## src/rtl/uart_pkg.sv

```systemverilog
// ---------------------------------------------------------------------------
// uart_pkg
// Shared definitions for the board UART (receiver and transmitter).
//   DATA_BITS            : payload bits per frame
//   DEFAULT_CLKS_PER_BIT : 50 MHz / 115200 baud, shared with the transmitter
//   rx_state_e           : receiver state encoding
// ---------------------------------------------------------------------------
package uart_pkg;
   localparam int DATA_BITS            = 8;
   localparam int DEFAULT_CLKS_PER_BIT = 434;

   typedef enum logic [2:0] {
      IDLE,
      START,
      DATA,
      PARITY,
      STOP,
      CLEANUP,
      BREAK
   } rx_state_e;
endpackage

```

## src/rtl/uart_rx_sync.sv

```systemverilog
// ---------------------------------------------------------------------------
// uart_rx_sync
// Two-flop synchroniser for asynchronous inputs; both stages reset to 1 so an
// idle-high serial line does not look like a start bit coming out of reset.
// Ports:
//   clk     : clock
//   rst     : synchronous active-high reset
//   async_i : asynchronous input bus
//   sync_o  : synchronised output (two clocks of latency)
// ---------------------------------------------------------------------------
module uart_rx_sync #(
   parameter int WIDTH = 1
) (
   input  logic             clk,
   input  logic             rst,
   input  logic [WIDTH-1:0] async_i,
   output logic [WIDTH-1:0] sync_o
);
   logic [WIDTH-1:0] meta_q;
   logic [WIDTH-1:0] sync_q;

   always_ff @(posedge clk) begin
      if (rst) begin
         meta_q <= '1;
         sync_q <= '1;
      end else begin
         meta_q <= async_i;
         sync_q <= meta_q;
      end
   end

   assign sync_o = sync_q;
endmodule

```

## src/rtl/uart_rx.sv

```systemverilog
// ---------------------------------------------------------------------------
// uart_rx
// 8N1 serial receiver. Samples each bit at its centre, delivers bytes with a
// one-cycle o_RX_DV strobe and flags bad stop bits with o_Frame_Err. A line
// held low after a bad stop bit is parked in BREAK so it yields a single
// frame error and no phantom bytes.
// Optional macro UART_RX_PARITY_EN: adds an even-parity bit after data bit 7
// and drives o_Parity_Err; otherwise o_Parity_Err is tied low.
// Ports:
//   clk          : 50 MHz board clock
//   rst          : synchronous active-high reset
//   i_RX_Serial  : asynchronous serial line, idle high
//   o_RX_DV      : one-cycle strobe, o_RX_Byte holds a new byte
//   o_RX_Byte    : last correctly framed byte
//   o_RX_Active  : high from start-bit detect until back in IDLE
//   o_Frame_Err  : one-cycle strobe, stop bit sampled low
//   o_Parity_Err : one-cycle strobe alongside o_RX_DV on parity mismatch
// ---------------------------------------------------------------------------
module uart_rx
   import uart_pkg::*;
#(
   parameter int CLKS_PER_BIT = DEFAULT_CLKS_PER_BIT
) (
   input  logic       clk,
   input  logic       rst,
   input  logic       i_RX_Serial,
   output logic       o_RX_DV,
   output logic [7:0] o_RX_Byte,
   output logic       o_RX_Active,
   output logic       o_Frame_Err,
   output logic       o_Parity_Err
);
   localparam int            CW       = $clog2(CLKS_PER_BIT);
   localparam logic [CW-1:0] CNT_LAST = CW'(CLKS_PER_BIT - 1);
   localparam logic [CW-1:0] CNT_HALF = CW'((CLKS_PER_BIT - 1) / 2);
   localparam logic [2:0]    IDX_LAST = 3'(DATA_BITS - 1);

   logic                 rx_s;
   rx_state_e            state_q;
   logic [CW-1:0]        cnt_q;
   logic [2:0]           idx_q;
   logic [DATA_BITS-1:0] shift_q;
`ifdef UART_RX_PARITY_EN
   logic                 par_bit_q;
`endif

   uart_rx_sync #(.WIDTH(1)) u_sync (
      .clk     (clk),
      .rst     (rst),
      .async_i (i_RX_Serial),
      .sync_o  (rx_s)
   );

   always_ff @(posedge clk) begin
      if (rst) begin
         state_q     <= IDLE;
         cnt_q       <= '0;
         idx_q       <= '0;
         shift_q     <= '0;
         o_RX_DV     <= 1'b0;
         o_RX_Byte   <= 8'h00;
         o_RX_Active <= 1'b0;
         o_Frame_Err <= 1'b0;
`ifdef UART_RX_PARITY_EN
         par_bit_q    <= 1'b0;
         o_Parity_Err <= 1'b0;
`endif
      end else begin
         // Strobes default low so they can only ever last one cycle.
         o_RX_DV     <= 1'b0;
         o_Frame_Err <= 1'b0;
`ifdef UART_RX_PARITY_EN
         o_Parity_Err <= 1'b0;
`endif
         case (state_q)
            IDLE: begin
               cnt_q <= '0;
               if (!rx_s) begin
                  state_q     <= START;
                  o_RX_Active <= 1'b1;
               end
            end
            // Half-bit wait puts every later sample at a bit centre.
            START: begin
               if (cnt_q == CNT_HALF) begin
                  cnt_q <= '0;
                  idx_q <= '0;
                  if (!rx_s) begin
                     state_q <= DATA;
                  end else begin
                     state_q     <= IDLE;
                     o_RX_Active <= 1'b0;
                  end
               end else begin
                  cnt_q <= cnt_q + 1'b1;
               end
            end
            DATA: begin
               if (cnt_q == CNT_LAST) begin
                  cnt_q          <= '0;
                  shift_q[idx_q] <= rx_s;
                  if (idx_q == IDX_LAST) begin
`ifdef UART_RX_PARITY_EN
                     state_q <= PARITY;
`else
                     state_q <= STOP;
`endif
                  end else begin
                     idx_q <= idx_q + 1'b1;
                  end
               end else begin
                  cnt_q <= cnt_q + 1'b1;
               end
            end
`ifdef UART_RX_PARITY_EN
            PARITY: begin
               if (cnt_q == CNT_LAST) begin
                  cnt_q     <= '0;
                  par_bit_q <= rx_s;
                  state_q   <= STOP;
               end else begin
                  cnt_q <= cnt_q + 1'b1;
               end
            end
`endif
            STOP: begin
               if (cnt_q == CNT_LAST) begin
                  cnt_q   <= '0;
                  state_q <= CLEANUP;
                  if (rx_s) begin
                     o_RX_Byte <= shift_q;
                     o_RX_DV   <= 1'b1;
`ifdef UART_RX_PARITY_EN
                     // Even parity: data XOR parity bit must be zero.
                     o_Parity_Err <= (^shift_q) ^ par_bit_q;
`endif
                  end else begin
                     o_Frame_Err <= 1'b1;
                  end
               end else begin
                  cnt_q <= cnt_q + 1'b1;
               end
            end
            CLEANUP: begin
               if (rx_s) begin
                  state_q     <= IDLE;
                  o_RX_Active <= 1'b0;
               end else begin
                  state_q <= BREAK;
               end
            end
            // Line still low after the stop bit: wait it out silently.
            BREAK: begin
               if (rx_s) begin
                  state_q     <= IDLE;
                  o_RX_Active <= 1'b0;
               end
            end
            default: begin
               state_q     <= IDLE;
               o_RX_Active <= 1'b0;
            end
         endcase
      end
   end

`ifndef UART_RX_PARITY_EN
   assign o_Parity_Err = 1'b0;
`endif
endmodule

```

## config.mk

```make
export PLATFORM = sky130hd
export DESIGN_NAME = uart_rx
export DESIGN_NICKNAME = d
export VERILOG_FILES = /design/src/rtl/uart_pkg.sv /design/src/rtl/uart_rx_sync.sv /design/src/rtl/uart_rx.sv
export SDC_FILE = /design/constraint.sdc
export NUM_CORES = 1
export LEC_CHECK = 0
export CORE_ASPECT_RATIO = 0.5
export CORE_UTILIZATION = 40
export DETAILED_ROUTE_END_ITERATION = 7
export GPL_ROUTABILITY_DRIVEN = 0
export SLEW_MARGIN = 10
export SYNTH_ARGS = -nofsm -noshare
export SYNTH_HDL_FRONTEND = slang
export SYNTH_SLANG_ARGS = --single-unit
export TNS_END_PERCENT = 50
```

## constraint.sdc

```tcl
create_clock -name clk -period 5.75 [get_ports clk]
set_clock_uncertainty 0.2 [all_clocks]
set_input_delay 1.4375 -clock clk [delete_from_list [all_inputs] [get_ports clk]]
set_output_delay 1.4375 -clock clk [all_outputs]
set_load 0.1 [all_outputs]
```

==> results of run 1 <==
[state kept, by name, summed over array words and instances (netlist names)]
name,cells
cnt_q,9
idx_q,3
o_Frame_Err,1
o_RX_Active,1
o_RX_Byte,8
o_RX_DV,1
shift_q,8
state_q,3
u_sync.meta_q,1
u_sync.sync_o,1
[cells in the mapped netlist, types with 4 or more instances]
master | count | area share [%]
dfxtp_1 | 36 | 41
nor2_1 | 33 | 7.0
mux2i_1 | 18 | 10
nand2_1 | 8 | 1.7
a21oi_1 | 7 | 2.0
buf_2 | 6 | 1.7
nand3_1 | 6 | 1.7
a22o_1 | 5 | 2.5
ha_1 | 5 | 3.5
inv_1 | 5 | 1.1
nor3_1 | 5 | 1.4
clkbuf_1 | 4 | 0.85
nand4b_1 | 4 | 2.0
[final cells by class]
| cell class | count | area [um^2] |
|---|---|---|
| fill | 375 | 2060 |
| inverter | 6 | 22.5 |
| clock inverter | 2 | 10.0 |
| tap | 54 | 67.6 |
| clock buffer | 6 | 82.6 |
| multi-input combinational | 139 | 963 |
| sequential | 36 | 721 |
| timing repair buffer | 14 | 138 |
[path summary, 6_finish.rpt]
| check | cells after the start | slack (ps) | start | end |
|---|---|---|---|---|
| worst max-delay path | 1 | 2290 | o_RX_Active | o_RX_Active |
| worst min register to register | 1 | 210 | u_sync.meta_q | u_sync.sync_o |
| worst max register to register | 5 | 3400 | state_q[0] | cnt_q[5] |
| worst min-delay path | 1 | 210 | u_sync.meta_q | u_sync.sync_o |
[metrics by stage]
stage,util [%],area [um^2]
2_1_floorplan,-,1760
3_3_place_gp,47.0,1910
3_5_place_dp,47.0,1910
4_1_cts,49.3,2000
5_1_grt,49.3,2000
6_report,49.3,2000
[layer usage]
layer	global-route usage, %	wire [um]
met4	5.97	21
met5	0	0
met3	4.21	102
met2	24.9	1430
met1	19.5	1690
[where the power goes]
group | leakage (nW) | total (mW) | switching (mW) | internal (mW)
combinational | 0.480 | 0.102 | 0.0675 | 0.0346
clock | 0.0510 | 0.185 | 0.0898 | 0.0956
sequential | 0.291 | 0.273 | 0.0153 | 0.258
[cells by family (layout without fill, tap and decap cells)]
family,after synthesis,after routing
buffers and inverters,18,28
flip-flops,36,36
adder cells (fa/ha/maj),5,5
AO/OA/AOI/OAI,29,29
multiplexers,18,18
XOR/XNOR,4,4
other,1,1
AND/OR/NAND/NOR,82,82
==> impl_metrics.csv, run 1 <==
group,metric,value,unit
route,drt_first_pass_iters,5,
logic_synthesis,synthAdderAreaFrac,3.55,%
setup_path,crit_chain,"clkdlybuf4s50_1",
clock_tree,cts_buffers,5,
setup_path,arrival,1820,ps
setup_path,critical_path_required,4110,ps
global_route,track_usage,15.4,%
logic_synthesis,ys_warn_count,0,
logic_synthesis,synth_edf_count,0,
setup_path,crit_buf_inv,1,
logic_synthesis,syn_area_per_cell,9.14,um^2
timing,finalCritPeriodShare,60.1,%
worst_hold_path,hold_path_class,"flop to flop",
setup_path,critical_path_peak_fanout,4,
clock_tree,clock_path_buffers,2,
placement,dp_hpwl,2180,um
placement,io_buffers,13,
logic_synthesis,syn_area,1760,um^2
placement,dpl.cell_count,249,
global_route,antenna_found_initial,0,
global_route,grt_pass1_vias,1211,
power,p_total,0.561,mW
route,routed_via_density,5.26,
clock_tree,root_buffer,"clkbuf_8",
die,rows,16,
logic_synthesis,synth_top_family_by_area,"simple AND/OR/NAND/NOR gates",
global_route,grt_max_degree,32,
setup_path,startpoint_type,"flop",
setup_path,cp_slowest_cell,"clkdlybuf4s50_1",
setup_path,worstSetupEndpointType,"output port",
cells_and_area,num_antenna_cells,0,
global_route,grt_pass1_wl,5560,um
clock_tree,tritoncts,"done",
route,wl,3250,um
setup_path,cpPeakStageDelay,1150,ps
die,core_area,4060,um^2
cells_and_area,syn2layout_area_growth,13.6,%
die,die_area,4700,um^2
logic_synthesis,syn-num-nets,201,
power,power-per-cell-area,280,nW/um^2
route,ant_nets,0,
die,fp.dieH,49.0,um
die,ios,15,
cells_and_area,final_common_cell,"dfxtp_1",
cells_and_area,nets,210,
cells_and_area,drive_gt1_share,9.36,%
route,vias,1352,
timing,report.final.slew_viol_count,0,
flow_run,timing.max_cap.violations,0,
logic_synthesis,synth.distinct_cells,48,
cells_and_area,fin_cells,257,
placement,preCtsSetupSlack,2360,ps
timing,max-slew-margin-rel,34.6,%
clock_tree,htreeDepth,2,
power,vdd_ir_drop_max,0.0808,mV
setup_path,criticalPathCategory,"flop to output port",
logic_synthesis,synth-simple-area-share,26.3,%
clock_tree,cts_hold_buf,0,
logic_synthesis,yosys.area_share.xor_xnor,1.99,%
timing,timing.hold.ws,211,ps
setup_path,cpLargestDelayFamily,"buffers and inverters",
timing,hold_violations,0,
clock_tree,clk_latency,290,ps
logic_synthesis,synth-compound-area-share,12.3,%
timing,tns,0,ps
cells_and_area,final_cell_mix,"36 x dfxtp_1, 33 x nor2_1, 18 x mux2i_1",
power,p_leak,0.822,nW
timing,max_freq,289,MHz
logic_synthesis,syn-instance-count,193,
die,initial_core_util,43.4,%
route,drt_drc_violations_left,0,
route,post_drt_wl_per_cell,12.6,um
logic_synthesis,ys_ff_latch,36,
logic_synthesis,async_reset_ff_share,0,%
die,chipWidth,95.9,um
timing,setup_violations,0,
logic_synthesis,yosys-mux-area-fraction,10.2,%
timing,rsz0062_at_grt,"false",
clock_tree,postCtsSetupBuffers,0,
logic_synthesis,ys.flop_type,"dfxtp_1",
clock_tree,cts-resized-gates,0,
timing,finalCriticalPeriod,3460,ps
logic_synthesis,ys_seq_area_share,40.9,%
clock_tree,clk_pin_slew_worst_paths,70,ps
outcome,status,"completed",
global_route,grt-ovfl-total,0,
timing,worst_slew_pin_slew,979,ps
clock_tree,clock-sinks,36,
route,drt-initial-drc-count,37,
timing,setup_slack,2290,ps
Note: power is estimated with default switching activity, not from simulation.
==> run 2, diff against run 1 <==
==> constraint.sdc (replaced) <==
create_clock -name clk -period 3.5 [get_ports clk]
set_clock_uncertainty 0.2 [all_clocks]
set_input_delay 0.875 -clock clk [delete_from_list [all_inputs] [get_ports clk]]
set_output_delay 0.875 -clock clk [all_outputs]
set_load 0.1 [all_outputs]
==> impl_metrics.csv, run 2 (synthesis results as in run 1) <==
group,metric,value,unit
outcome,status,"completed",
cells_and_area,final_cell_mix,"36 x dfxtp_1, 33 x nor2_1, 18 x mux2i_1",
clock_tree,clk_pin_slew_worst_paths,70,ps
timing,setup_slack,1070,ps
cells_and_area,nets,211,
global_route,track_usage,16.2,%
worst_hold_path,whs_endpoint,"u_sync.sync_o",
setup_path,cpLargestDelayFamily,"simple AND/OR/NAND/NOR gates",
timing,hold_violations,0,
timing,worst_slew_pin_slew,858,ps
route,post_drt_wl_per_cell,12.5,um
clock_tree,clk_latency,280,ps
cells_and_area,largestRegisters,"cnt_q x9, o_RX_Byte x8, shift_q x8",
clock_tree,cts-resized-gates,0,
setup_path,critical_path_peak_fanout,9,
setup_path,crit_buf_inv,1,
setup_path,regToRegEndpoint,"o_RX_Byte[1]",
die,initial_core_util,43.4,%
placement,dp_hpwl,2220,um
timing,report.final.slew_viol_count,0,
setup_path,arrival,2390,ps
worst_hold_path,holdPathStages,1,
cells_and_area,stdcell_area,1980,um^2
global_route,grt_max_degree,29,
flow_run,timing.max_cap.violations,0,
setup_path,cpPeakStageDelay,550,ps
clock_tree,tritoncts,"done",
setup_path,startpoint_type,"flop",
clock_tree,clock-sinks,36,
cells_and_area,largest_register_ffs,9,
die,ios,15,
power,p_total,0.923,mW
setup_path,crit_chain,"inv_1 > ha_1 > nand4b_1 > nor3_1 > nand4_1 > mux2i_1 > nor2_1",
cells_and_area,finish.utilization,48.8,%
clock_tree,cts_buffers,5,
worst_hold_path,hold_path_class,"flop to flop",
timing,timing.hold.ws,213,ps
power,p_leak,0.843,nW
die,chipWidth,95.9,um
setup_path,critical_path.reg2reg.startpoint,"cnt_q[1]",
timing,setup_violations,0,
cells_and_area,drive_gt1_share,14.2,%
setup_path,regToRegSetupSlack,1070,ps
setup_path,criticalPathCategory,"flop to flop",
placement,placed_cell_area,1890,um^2
clock_tree,root_buffer,"clkbuf_8",
clock_tree,postCtsSetupBuffers,0,
timing,finalCritPeriodShare,69.3,%
die,core_area,4060,um^2
power,vdd_ir_drop_max,0.155,mV
clock_tree,htreeDepth,2,
worst_hold_path,min-delay-start,"u_sync.meta_q",
timing,max-slew-margin-rel,42.3,%
global_route,grt_pass1_wl,5780,um
cells_and_area,syn2layout_area_growth,12.3,%
route,drt_drc_violations_left,0,
placement,io_buffers,13,
setup_path,r2r_cells,7,
timing,tns,0,ps
route,drt-initial-drc-count,81,
setup_path,critical_path_required,3460,ps
global_route,grt_pass1_vias,1262,
route,routed_via_density,5.29,
power,power-per-cell-area,466,nW/um^2
cells_and_area,final_common_cell,"dfxtp_1",
cells_and_area,fin_cells,258,
global_route,grt-ovfl-total,0,
clock_tree,clock_path_buffers,2,
placement,dpl.cell_count,250,
clock_tree,cts_hold_buf,0,
timing,max_freq,412,MHz
route,ant_nets,0,
placement,preCtsSetupSlack,905,ps
setup_path,worstSetupEndpointType,"flop",
timing,finalCriticalPeriod,2430,ps
timing,rsz0062_at_grt,"false",
route,vias,1365,
die,fp.dieH,49.0,um
route,wl,3230,um
cells_and_area,regMostFlops,"cnt_q",
setup_path,cp_slowest_cell,"nand4_1",
die,rows,16,
route,drt_first_pass_iters,4,
die,die_area,4700,um^2
cells_and_area,num_antenna_cells,0,
global_route,antenna_found_initial,0,
## run 2: per-layer routing
layer  up-vias  part of all wire, %  routed length (um)  global-route usage, %
li1        703                    -                   -                      -
met1       632                   52                1670                   21.5
met2        25                   43                1390                   24.3
met3         5                  3.9                 126                   5.61
met4         0                  1.3                  43                   5.97
met5         -                    0                   0                      0
## run 2: worst max path at each step
stage                     start           end  slack (ps)  cells past startpoint
floorplan           o_RX_Active   o_RX_Active        1470                      0
global placement            rst      cnt_q[5]         940                      3
detailed placement          rst      cnt_q[6]         910                      4
CTS                    cnt_q[1]  o_RX_Byte[1]        1050                      7
global route           cnt_q[1]  o_RX_Byte[1]         750                      7
finish                 cnt_q[1]  o_RX_Byte[1]        1070                      7
## run 2: area by class of cell
| cell class | count | area, um^2 |
|---|---|---|
| Tap cell | 54 | 67.6 |
| Fill cell | 394 | 2080 |
| Timing Repair Buffer | 15 | 118 |
| Sequential cell | 36 | 721 |
| Inverter | 6 | 22.5 |
| Multi-Input combinational cell | 139 | 963 |
| Clock buffer | 8 | 90.1 |
## run 2: worst register-to-register path: stages, from the launching register on
cell	delay (ps)
dfxtp_1	350
inv_1	90
ha_1	140
nand4b_1	280
nor3_1	280
nand4_1	550
mux2i_1	360
nor2_1	60
## run 2: report_power, final
part	switching [mW]	total (mW)	leakage, nW	internal [mW]
logic	0.113	0.174	0.507	0.0602
clock network	0.140	0.300	0.0455	0.160
registers	0.0254	0.449	0.291	0.424
==> run 3, diff against run 2 <==
==> constraint.sdc (replaced) <==
create_clock -name clk -period 2.2 [get_ports clk]
set_clock_uncertainty 0.2 [all_clocks]
set_input_delay 0.55 -clock clk [delete_from_list [all_inputs] [get_ports clk]]
set_output_delay 0.55 -clock clk [all_outputs]
set_load 0.1 [all_outputs]
==> impl_metrics.csv, run 3 (synthesis results as in run 1) <==
group,metric,value,unit
outcome,status,"completed",
timing,setup_slack,140,ps
cells_and_area,largest_register_ffs,9,
setup_path,critPathLaunch,"state_q[0]",
timing,timing.hold.ws,211,ps
timing,setup_violations,0,
die,die_area,4700,um^2
global_route,grt-ovfl-total,0,
power,p_leak,0.945,nW
setup_path,crit_buf_inv,0,
route,ant_nets,0,
cells_and_area,num_antenna_cells,0,
clock_tree,cts_buffers,5,
placement,io_buffers,13,
timing,tns,0,ps
global_route,grt_pass1_wl,5720,um
die,initial_core_util,43.4,%
global_route,track_usage,16.1,%
cells_and_area,fin_cells,272,
setup_path,critical_path_required,2180,ps
setup_path,critical_path_peak_fanout,11,
die,ios,15,
route,drt_first_pass_iters,4,
cells_and_area,final_common_cell,"dfxtp_1",
placement,dp_hpwl,2280,um
cells_and_area,regMostFlops,"cnt_q",
die,fp.dieH,49.0,um
die,rows,16,
clock_tree,clock-sinks,36,
timing,rsz0062_at_grt,"false",
cells_and_area,stdcell_area,2230,um^2
placement,placed_cell_area,2130,um^2
worst_hold_path,hold_path_class,"flop to flop",
route,wl,3250,um
cells_and_area,nets,225,
die,chipWidth,95.9,um
clock_tree,htreeDepth,2,
cells_and_area,drive_gt1_share,20.6,%
placement,preCtsSetupSlack,140,ps
setup_path,cp_slowest_cell,"or3b_4",
setup_path,crit_chain,"or3b_4 > or4_4 > a21oi_4 > mux2i_1 > nor2_1",
route,routed_via_density,5.09,
die,core_area,4060,um^2
timing,finalCriticalPeriod,2060,ps
cells_and_area,syn2layout_area_growth,26.5,%
cells_and_area,seqCellArea,721,um^2
timing,hold_violations,0,
timing,finalCritPeriodShare,93.7,%
setup_path,criticalPathCategory,"flop to flop",
global_route,grt_pass1_vias,1238,
global_route,antenna_found_initial,0,
worst_hold_path,min-delay-start,"u_sync.meta_q",
setup_path,startpoint_type,"flop",
route,post_drt_wl_per_cell,12.0,um
timing,max_freq,485,MHz
cells_and_area,multi_input_area,967,um^2
global_route,grt_max_degree,29,
route,drt-initial-drc-count,37,
clock_tree,clk_pin_slew_worst_paths,80,ps
route,drt_drc_violations_left,0,
clock_tree,postCtsSetupBuffers,0,
clock_tree,root_buffer,"clkbuf_8",
route,vias,1384,
cells_and_area,final_cell_mix,"36 x dfxtp_1, 33 x nor2_1, 18 x mux2i_1",
setup_path,arrival,2040,ps
placement,dpl.cell_count,264,
cells_and_area,largestRegisters,"cnt_q x9, o_RX_Byte x8, shift_q x8",
setup_path,cpLargestDelayFamily,"simple AND/OR/NAND/NOR gates",
clock_tree,tritoncts,"done",
clock_tree,clk_latency,290,ps
setup_path,cpPeakStageDelay,450,ps
flow_run,timing.max_cap.violations,0,
power,p_total,1.52,mW
clock_tree,clock_path_buffers,2,
power,power-per-cell-area,683,nW/um^2
power,vdd_ir_drop_max,0.248,mV
setup_path,worstSetupEndpointType,"flop",
setup_path,critical_path.reg2reg.startpoint,"state_q[0]",
timing,report.final.slew_viol_count,0,
cells_and_area,nFillCells,368,
cells_and_area,finish.utilization,54.9,%
run 3: cell count changes in the layout (fill, tap and decap cells not counted), sizes merged:
cell / delta
clkinvlp: +1
buf: +14
clkbuf: -1
run 3: repair_timing:
item | in CTS | in global routing
endpoints found under the setup margin | 0 | 2
resized for setup | 0 | 1
hold buffers | 0 | 0
run 3: path summary, 6_finish.rpt:
| check | endpoint | slack, ps | cells after the start |
|---|---|---|---|
| hold / removal | u_sync.sync_o | 210 | 1 |
| hold reg to reg | u_sync.sync_o | 210 | 1 |
| setup / recovery | idx_q[0] | 140 | 5 |
| setup reg to reg | idx_q[0] | 140 | 5 |
run 3: area by class of cell:
| cell class | instances | share of cell area (%) |
|---|---|---|
| multi-input combinational | 139 | 43.3 |
| sequential | 36 | 32.3 |
| timing repair buffer | 29 | 16.1 |
| clock buffer | 7 | 3.87 |
| tap | 54 | 3.03 |
| inverter | 6 | 1.01 |
| clock inverter | 1 | 0.336 |
run 3: layer usage:
layer  wire length, um  share of wire, %  GRT usage, %  vias to the layer above
li1                  -                 -             -                      733
met1              1750                54          22.1                      631
met2              1350                42          22.7                       16
met3                93               2.9          5.14                        4
met4                57               1.8          7.46                        0
met5                 0                 0             0                        -
run 3: power breakdown:
part / switching [mW] / total (mW) / leakage (nW) / internal, mW
Combinational: 0.198 / 0.335 / 0.610 / 0.136
Clock: 0.232 / 0.486 / 0.0445 / 0.254
Sequential: 0.0288 / 0.703 / 0.291 / 0.674
Total: 0.459 / 1.52 / 0.945 / 1.06
